$ cat src/rtl/pc_stack.sv
// Program counter with return-address LIFO: incr, jump, relative branch, call/return.
// Latency: one cycle, every output is registered and updates on the edge that samples the op.
// Backpressure: stall freezes all state; CALL on a full stack / RET on an empty one set sticky flags.
module pc_stack #(
    parameter int Psize  = 6,
    parameter int Osize  = 4,
    parameter int Sdepth = 4
) (
    input  logic                           clk,
    input  logic                           reset,
    input  logic                           stall,
    input  logic [2:0]                     PCop,
    input  logic                           taken,
    input  logic [Psize-1:0]               target,
    input  logic [Osize-1:0]               offset,
    output logic [Psize-1:0]               PCout,
    output logic [$clog2(Sdepth+1)-1:0]    depth,
    output logic                           overflow,
    output logic                           underflow
);

    localparam int DW = $clog2(Sdepth + 1);

    localparam logic [2:0] OP_HOLD   = 3'd0;
    localparam logic [2:0] OP_INCR   = 3'd1;
    localparam logic [2:0] OP_JUMP   = 3'd2;
    localparam logic [2:0] OP_BRANCH = 3'd3;
    localparam logic [2:0] OP_CALL   = 3'd4;
    localparam logic [2:0] OP_RET    = 3'd5;

    logic [Psize-1:0] pc_q, pc_d;
    logic [DW-1:0]    depth_q, depth_d;
    logic             ovf_q, ovf_d;
    logic             unf_q, unf_d;
    logic [Psize-1:0] stack_q [Sdepth];

    logic [Psize-1:0] pc_inc;
    logic [Psize-1:0] off_ext;
    logic [Psize-1:0] top_dat;
    logic             full;
    logic             empty;
    logic             push_en;

    assign pc_inc  = pc_q + Psize'(1);
    // Size cast of a signed operand sign-extends; also legal when Osize == Psize.
    assign off_ext = Psize'($signed(offset));
    assign full    = (depth_q == DW'(Sdepth));
    assign empty   = (depth_q == '0);

    // Depth doubles as the stack pointer: the top entry lives at depth-1.
    always_comb begin
        top_dat = '0;
        for (int i = 0; i < Sdepth; i++) begin
            if (depth_q == DW'(i + 1)) begin
                top_dat = stack_q[i];
            end
        end
    end

    always_comb begin
        pc_d    = pc_q;
        depth_d = depth_q;
        ovf_d   = ovf_q;
        unf_d   = unf_q;
        push_en = 1'b0;
        if (!stall) begin
            case (PCop)
                OP_INCR:   pc_d = pc_inc;
                OP_JUMP:   pc_d = target;
                OP_BRANCH: pc_d = taken ? (pc_q + off_ext) : pc_inc;
                OP_CALL: begin
                    pc_d = target;
                    if (full) begin
                        ovf_d = 1'b1;
                    end else begin
                        push_en = 1'b1;
                        depth_d = depth_q + DW'(1);
                    end
                end
                OP_RET: begin
                    if (empty) begin
                        pc_d  = pc_inc;
                        unf_d = 1'b1;
                    end else begin
                        pc_d    = top_dat;
                        depth_d = depth_q - DW'(1);
                    end
                end
                default: ;
            endcase
        end
    end

    always_ff @(posedge clk) begin
        if (!reset) begin
            pc_q    <= '0;
            depth_q <= '0;
            ovf_q   <= 1'b0;
            unf_q   <= 1'b0;
        end else begin
            pc_q    <= pc_d;
            depth_q <= depth_d;
            ovf_q   <= ovf_d;
            unf_q   <= unf_d;
        end
    end

    // Stack contents are don't-care after reset, so the array carries no reset.
    always_ff @(posedge clk) begin
        for (int i = 0; i < Sdepth; i++) begin
            if (reset && push_en && depth_q == DW'(i)) begin
                stack_q[i] <= pc_inc;
            end
        end
    end

    assign PCout     = pc_q;
    assign depth     = depth_q;
    assign overflow  = ovf_q;
    assign underflow = unf_q;

endmodule

$ cat config.mk
export PLATFORM = sky130hd
export DESIGN_NAME = pc_stack
export DESIGN_NICKNAME = d
export VERILOG_FILES = /design/src/rtl/pc_stack.sv
export SDC_FILE = /design/constraint.sdc
export NUM_CORES = 1
export LEC_CHECK = 0
export CAP_MARGIN = 20
export CORE_MARGIN = 4
export CORE_UTILIZATION = 59
export DETAILED_ROUTE_END_ITERATION = 16
export GPL_TIMING_DRIVEN = 0
export PLACE_DENSITY = 0.91
export SETUP_SLACK_MARGIN = 0.15
export SYNTH_ARGS = -nofsm -noshare
export SYNTH_HDL_FRONTEND = slang
export SYNTH_SLANG_ARGS = --single-unit
$ cat constraint.sdc
create_clock -name clk -period 3.95 [get_ports clk]
set_clock_uncertainty 0.2 [all_clocks]
set_input_delay 0.5925 -clock clk [delete_from_list [all_inputs] [get_ports clk]]
set_output_delay 0.5925 -clock clk [all_outputs]
set_load 0.03 [all_outputs]
[Yosys cells after proc, flatten, opt, wreduce, memory -nomap -nowiden]
Memory sizes are Yosys's and may differ from the RTL's.
Index checks and enable logic that the tools add are counted.
W data, S select, Z words.
Word-level totals
  flip-flop bits (word level): 11
  bits in writable memories: 24
  bits of input ports: 17
  output and inout bits: 11
  logic and storage cells: 67
  memories: 1
Memory list
  stack_q: words 4, width 6, rd ports 4, clocked after memory_dff 0, wr ports 1, line 35  | logic [Psize-1:0] stack_q [Sdepth];
Operators by class
  add/subtract/negate cells: 4
  eq/ne operators: 11
  muxes and demuxes: 30
  bitwise operators: 1
  reductions and logical operators: 16
Operator list (count)
  $mux W6: 9
  $pmux W6 S4: 1
  $reduce_or A6 Y1: 3
  $mux W1: 14
  $eq A3 B2 Y1 const B: 4
  $eq A3 B3 Y1 const B: 3
  $add A6 B1 Y6 const B: 1
  $add A6 B6 Y6: 1
  $eq A3 B1 Y1 const B: 2
  $mux W2: 3
  $mux W3: 2
  $pmux W3 S2: 1
  $reduce_and A3 Y1: 2
  $logic_and A1 B1 Y1: 5
  $ne A2 B2 Y1 const B: 2
  $reduce_and A4 Y1: 1
  $reduce_bool A4 Y1: 1
  $add A3 B1 Y3 const B: 1
  $logic_not A3 Y1: 1
  $sub A3 B1 Y3 const B: 1
  $reduce_and A2 Y1: 1
  $reduce_bool A2 Y1: 1
  $reduce_or A2 Y1: 1
  $not A1 Y1: 1

[Depth between registers and ports, before layout]
  depth after elaboration: 12
  depth in mapped cells: 9
  mapped depth without buffers: 8

[Worst setup path before layout]
Ideal clock, no wire load.
  kind: register to register
  start point: reg pc_q[0] (netlist: PCout[0])
  end point: reg pc_q[4] (netlist: PCout[4])
  setup time: 126 ps
  arrival: 1834 ps
  setup slack: 1790 ps
  stages on the path, launching flop included: 9
  buffers on the path: 0
  period minus slack after synthesis: 2160 ps
  cell sequence: dfxtp_1 -> ha_1 -> inv_1 -> fa_1 -> nor2b_1 -> o21ai_0 -> and4_1 -> nor3_1 -> a31oi_1
Between the ends
  word-level cells in the longest chain between the ends: 3
RTL lines
  start: declaration: line 31  | logic [Psize-1:0] pc_q, pc_d;
  start signal: assignment: line 101  | pc_q <= pc_d;
  $add A6 B1 Y6 or $add A6 B6 Y6 (tied branches): line 44, 70
  $mux W6 (on tied branches): line 81, 70
  $pmux W6 S4 (*): line 67  | case (PCop)
Every way passes the cells marked *; elsewhere a longest branch is shown, timed or not.
A chain may end at the register's enable or synchronous reset.

[Final worst setup path]
  start point: in offset[0]
  end point: reg pc_q[4] (netlist: PCout[4])
Between the ends
  word-level cells in the longest chain between the ends: 3
RTL lines
  start: declaration: line 15  | input logic [Osize-1:0] offset,
  $add A6 B6 Y6: line 70  | OP_BRANCH: pc_d = taken ? (pc_q + off_ext) : pc_inc;
  $mux W6: line 70
  $pmux W6 S4: line 67
No other way between the ends.

==> run summary <==
Pre-antenna DRT Iters -> 8
Sw Share -> 28.3%
Seq pwr share -> 54.7%
Synth area leader -> edfxtp_1
Part of the cycle the worst path needs -> 61.9%
Final setup viols -> 0
Status -> complete, no violations
Crit path cell chain -> clkdlybuf4s50_1, ha_1, inv_1, fa_1, nor2b_1, o21ai_0, and4_1, nor3_1, a31oi_1
Die area -> 0.00452 mm2
Comb pwr share -> 21.1%
Grt total ovfl -> 0
Synthesized instance count -> 201
CP required -> 3.97 ns
Max_cap viols -> 0
Place WS -> 1.17 ns
Final Hold Fails -> 0
Detailed-route DRC error count -> 0
Ports -> 28
Clock sink total -> 35
Top-area cell type share of the netlist area -> 34.8%
Hold Path Class -> register to register
WL met3 -> 347 um
Switching power total -> 0.214 mW
#FFs+latches synth -> 35
Core footprint -> 0.00336 mm2
TritonCTS clock tree -> yes
Worst path slowest cell -> clkdlybuf4s50_1
Mean post-synth cell area -> 10.3 um2
Filler cell count -> 264
Cell internal pwr -> 0.542 mW
Final worst slack -> 1.51 ns
Fmax -> 0.409 GHz
Remaining antenna violation count -> 0
CP top delay family -> adder cells
Post-Syn Area -> 0.00207 mm2
PortBufs -> 25
Met2 wire len -> 2200 um
Syn nets -> 231
Max VDD drop -> 0.000215 V
Reg2Reg Depth -> 8
List of most frequent post-synthesis cells -> edfxtp_1 (24), nand2_1 (17), o21ai_0 (17), ha_1 (12)
Overall Global Routing Usage -> 21.5%
Inserted Clock Buffers -> 5
Setup crit start kind -> input port
Vias in the first global route -> 1,570
Worst-skew pair later-pin latency -> 0.34 ns
Hold buffers post-CTS -> 0
Final setup TNS -> 0 ns
Starting Density -> 61.5%
Worst slew pin tran -> 0.478 ns
H-Tree Depth -> 2
Metal-1 WL -> 1880 um
Final nets -> 263
Worst Path Arrival -> 2.47 ns
Via density -> 5.95
Power density cells -> 312 mW/mm2
Die X -> 67.2 um
Post-CTS Setup Repair Bufs -> 0
Fraction of layout cells with a size suffix above 1 -> 8.97%
Total routed wirelength -> 4550 um
Unrepaired setup endpoints after global routing -> no
Post-layout min period -> 2.44 ns
Max_slew headroom -> 67.9%
Post-DP HPWL -> 3550 um
Clock share of power -> 24.2%
Placer congestion estimate -> 0.823
EDFF count, synth -> 24
Top Metal Used -> met4
First-pass GRT wire length -> 7090 um
Area growth syn-to-layout -> 17.3%
Clock Tree Root -> clkbuf_4
Pleak -> 0.892 nW
# diodes -> 0
Crit. path cell count -> 9
Slew Limit Fails -> 0
# rows -> 21
Max clock buf depth -> 2
Largest net degree at the start of global routing -> 11
Critical Path End Type -> register
Via count -> 1,667
Antenna violations before repair -> 0
Ys async rst share -> 0%
DRT iter0 DRCs -> 163
Top cells by area, synth -> edfxtp_1 (35%), dfxtp_1 (11%), ha_1 (7.3%), o21ai_0 (4.1%), nand2_1 (3.1%)
Clock-pin slew on the worst setup and hold paths -> 0.10 ns
Pwr Total -> 0.757 mW
CP Class -> input port to register
Post-synth cell types -> 49
Routed WL per cell -> 16.3 um
Worst hold path cell count -> 1
Worst path bufs/invs -> 2
Most frequent cell after synthesis -> edfxtp_1
Die height -> 67.2 um
Crit-path max cell delay -> 0.46 ns
Synth warnings -> 0
Final hold slack -> 0.283 ns
Fraction of the yosys area taken by sequential cells -> 45.5%
Worst-path fanout max -> 2
Cts repair resizes -> 0
Top FF cell, synth -> edfxtp_1
-- worst register-to-register path, cell delays in order, from the launching register on --
cell	delay, ns
dfxtp_1	0.53
ha_1	0.25
inv_1	0.06
fa_1	0.41
nor2b_1	0.14
o21ai_0	0.11
and4_1	0.22
nor3_1	0.17
a31oi_1	0.12
-- cell type report --
| type | instances | area, um2 | area share (%) |
|---|---|---|---|
| Multi-Input combinational cell | 146 | 1020 | 42.1 |
| Sequential cell | 35 | 941 | 38.8 |
| Timing Repair Buffer | 25 | 250 | 10.3 |
| Buffer | 9 | 65.1 | 2.68 |
| Tap cell | 46 | 57.6 | 2.37 |
| Clock buffer | 7 | 45.0 | 1.86 |
| Inverter | 11 | 41.3 | 1.70 |
| Clock inverter | 1 | 5.00 | 0.206 |
-- stage by stage --
step	area, um2	util, %	cells
final	2430	72.2	280
after global routing	2430	72.2	280
after CTS	2430	72.2	280
after detailed placement	2380	70.7	272
after global placement	2380	70.7	272
after floorplan	2070	-	201
-- per-layer routing --
metal | vias up | global-route usage, %
met5 | - | 0
met4 | 0 | 8.35
met3 | 19 | 4.99
met2 | 89 | 35.7
met1 | 755 | 27.0
li1 | 804 | -
-- path summary, 6_finish.rpt --
path | start | endpoint | slack [ns]
worst max register to register | PCout[0] | PCout[4] | 1.62
worst min-delay path | overflow | overflow | 0.28
worst min register to register | overflow | overflow | 0.28
worst max-delay path | offset[0] | PCout[4] | 1.51
-- cell usage in the layout, fill, tap and decap left out, types with 6 or more instances in the layout --
| master | synthesis | routed |
|---|---|---|
| dfxtp_1 | 11 | 11 |
| clkdlybuf4s50_1 | 0 | 25 |
| nand2_1 | 17 | 17 |
| o21ai_0 | 17 | 17 |
| inv_1 | 11 | 11 |
| a21oi_1 | 8 | 8 |
| nand3_1 | 6 | 6 |
| edfxtp_1 | 24 | 24 |
| and2_1 | 6 | 6 |
| xnor2_1 | 6 | 6 |
| nor2_1 | 11 | 11 |
| ha_1 | 12 | 12 |
-- state kept, by name, summed over array words and instances, names as in the netlist --
register,count
underflow,1
overflow,1
depth,3
stack_q,24
PCout,6
-- power by group through the flow --
stage / clock [mW] / sequential [mW] / combinational (mW)
6_report: 0.183 / 0.414 / 0.159
5_1_grt: 0.202 / 0.415 / 0.174
2_1_floorplan: 0 / 0.432 / 0.0893
4_1_cts: 0.187 / 0.413 / 0.158
3_5_place_dp: 0 / 0.422 / 0.158
3_3_place_gp: 0 / 0.422 / 0.151
-- cells by family (layout without fill, tap and decap cells) --
kind of cell,after synthesis,in the layout,share of synthesized area (%)
buffers and inverters,20,53,5.14
multiplexers,3,3,1.45
adder cells (fa/ha/maj),13,13,8.22
XOR/XNOR,11,11,5.02
flip-flops,35,35,45.5
AO/OA/AOI/OAI,58,58,19.0
AND/OR/NAND/NOR,61,61,15.7
Power figures use the tool's default switching activity.
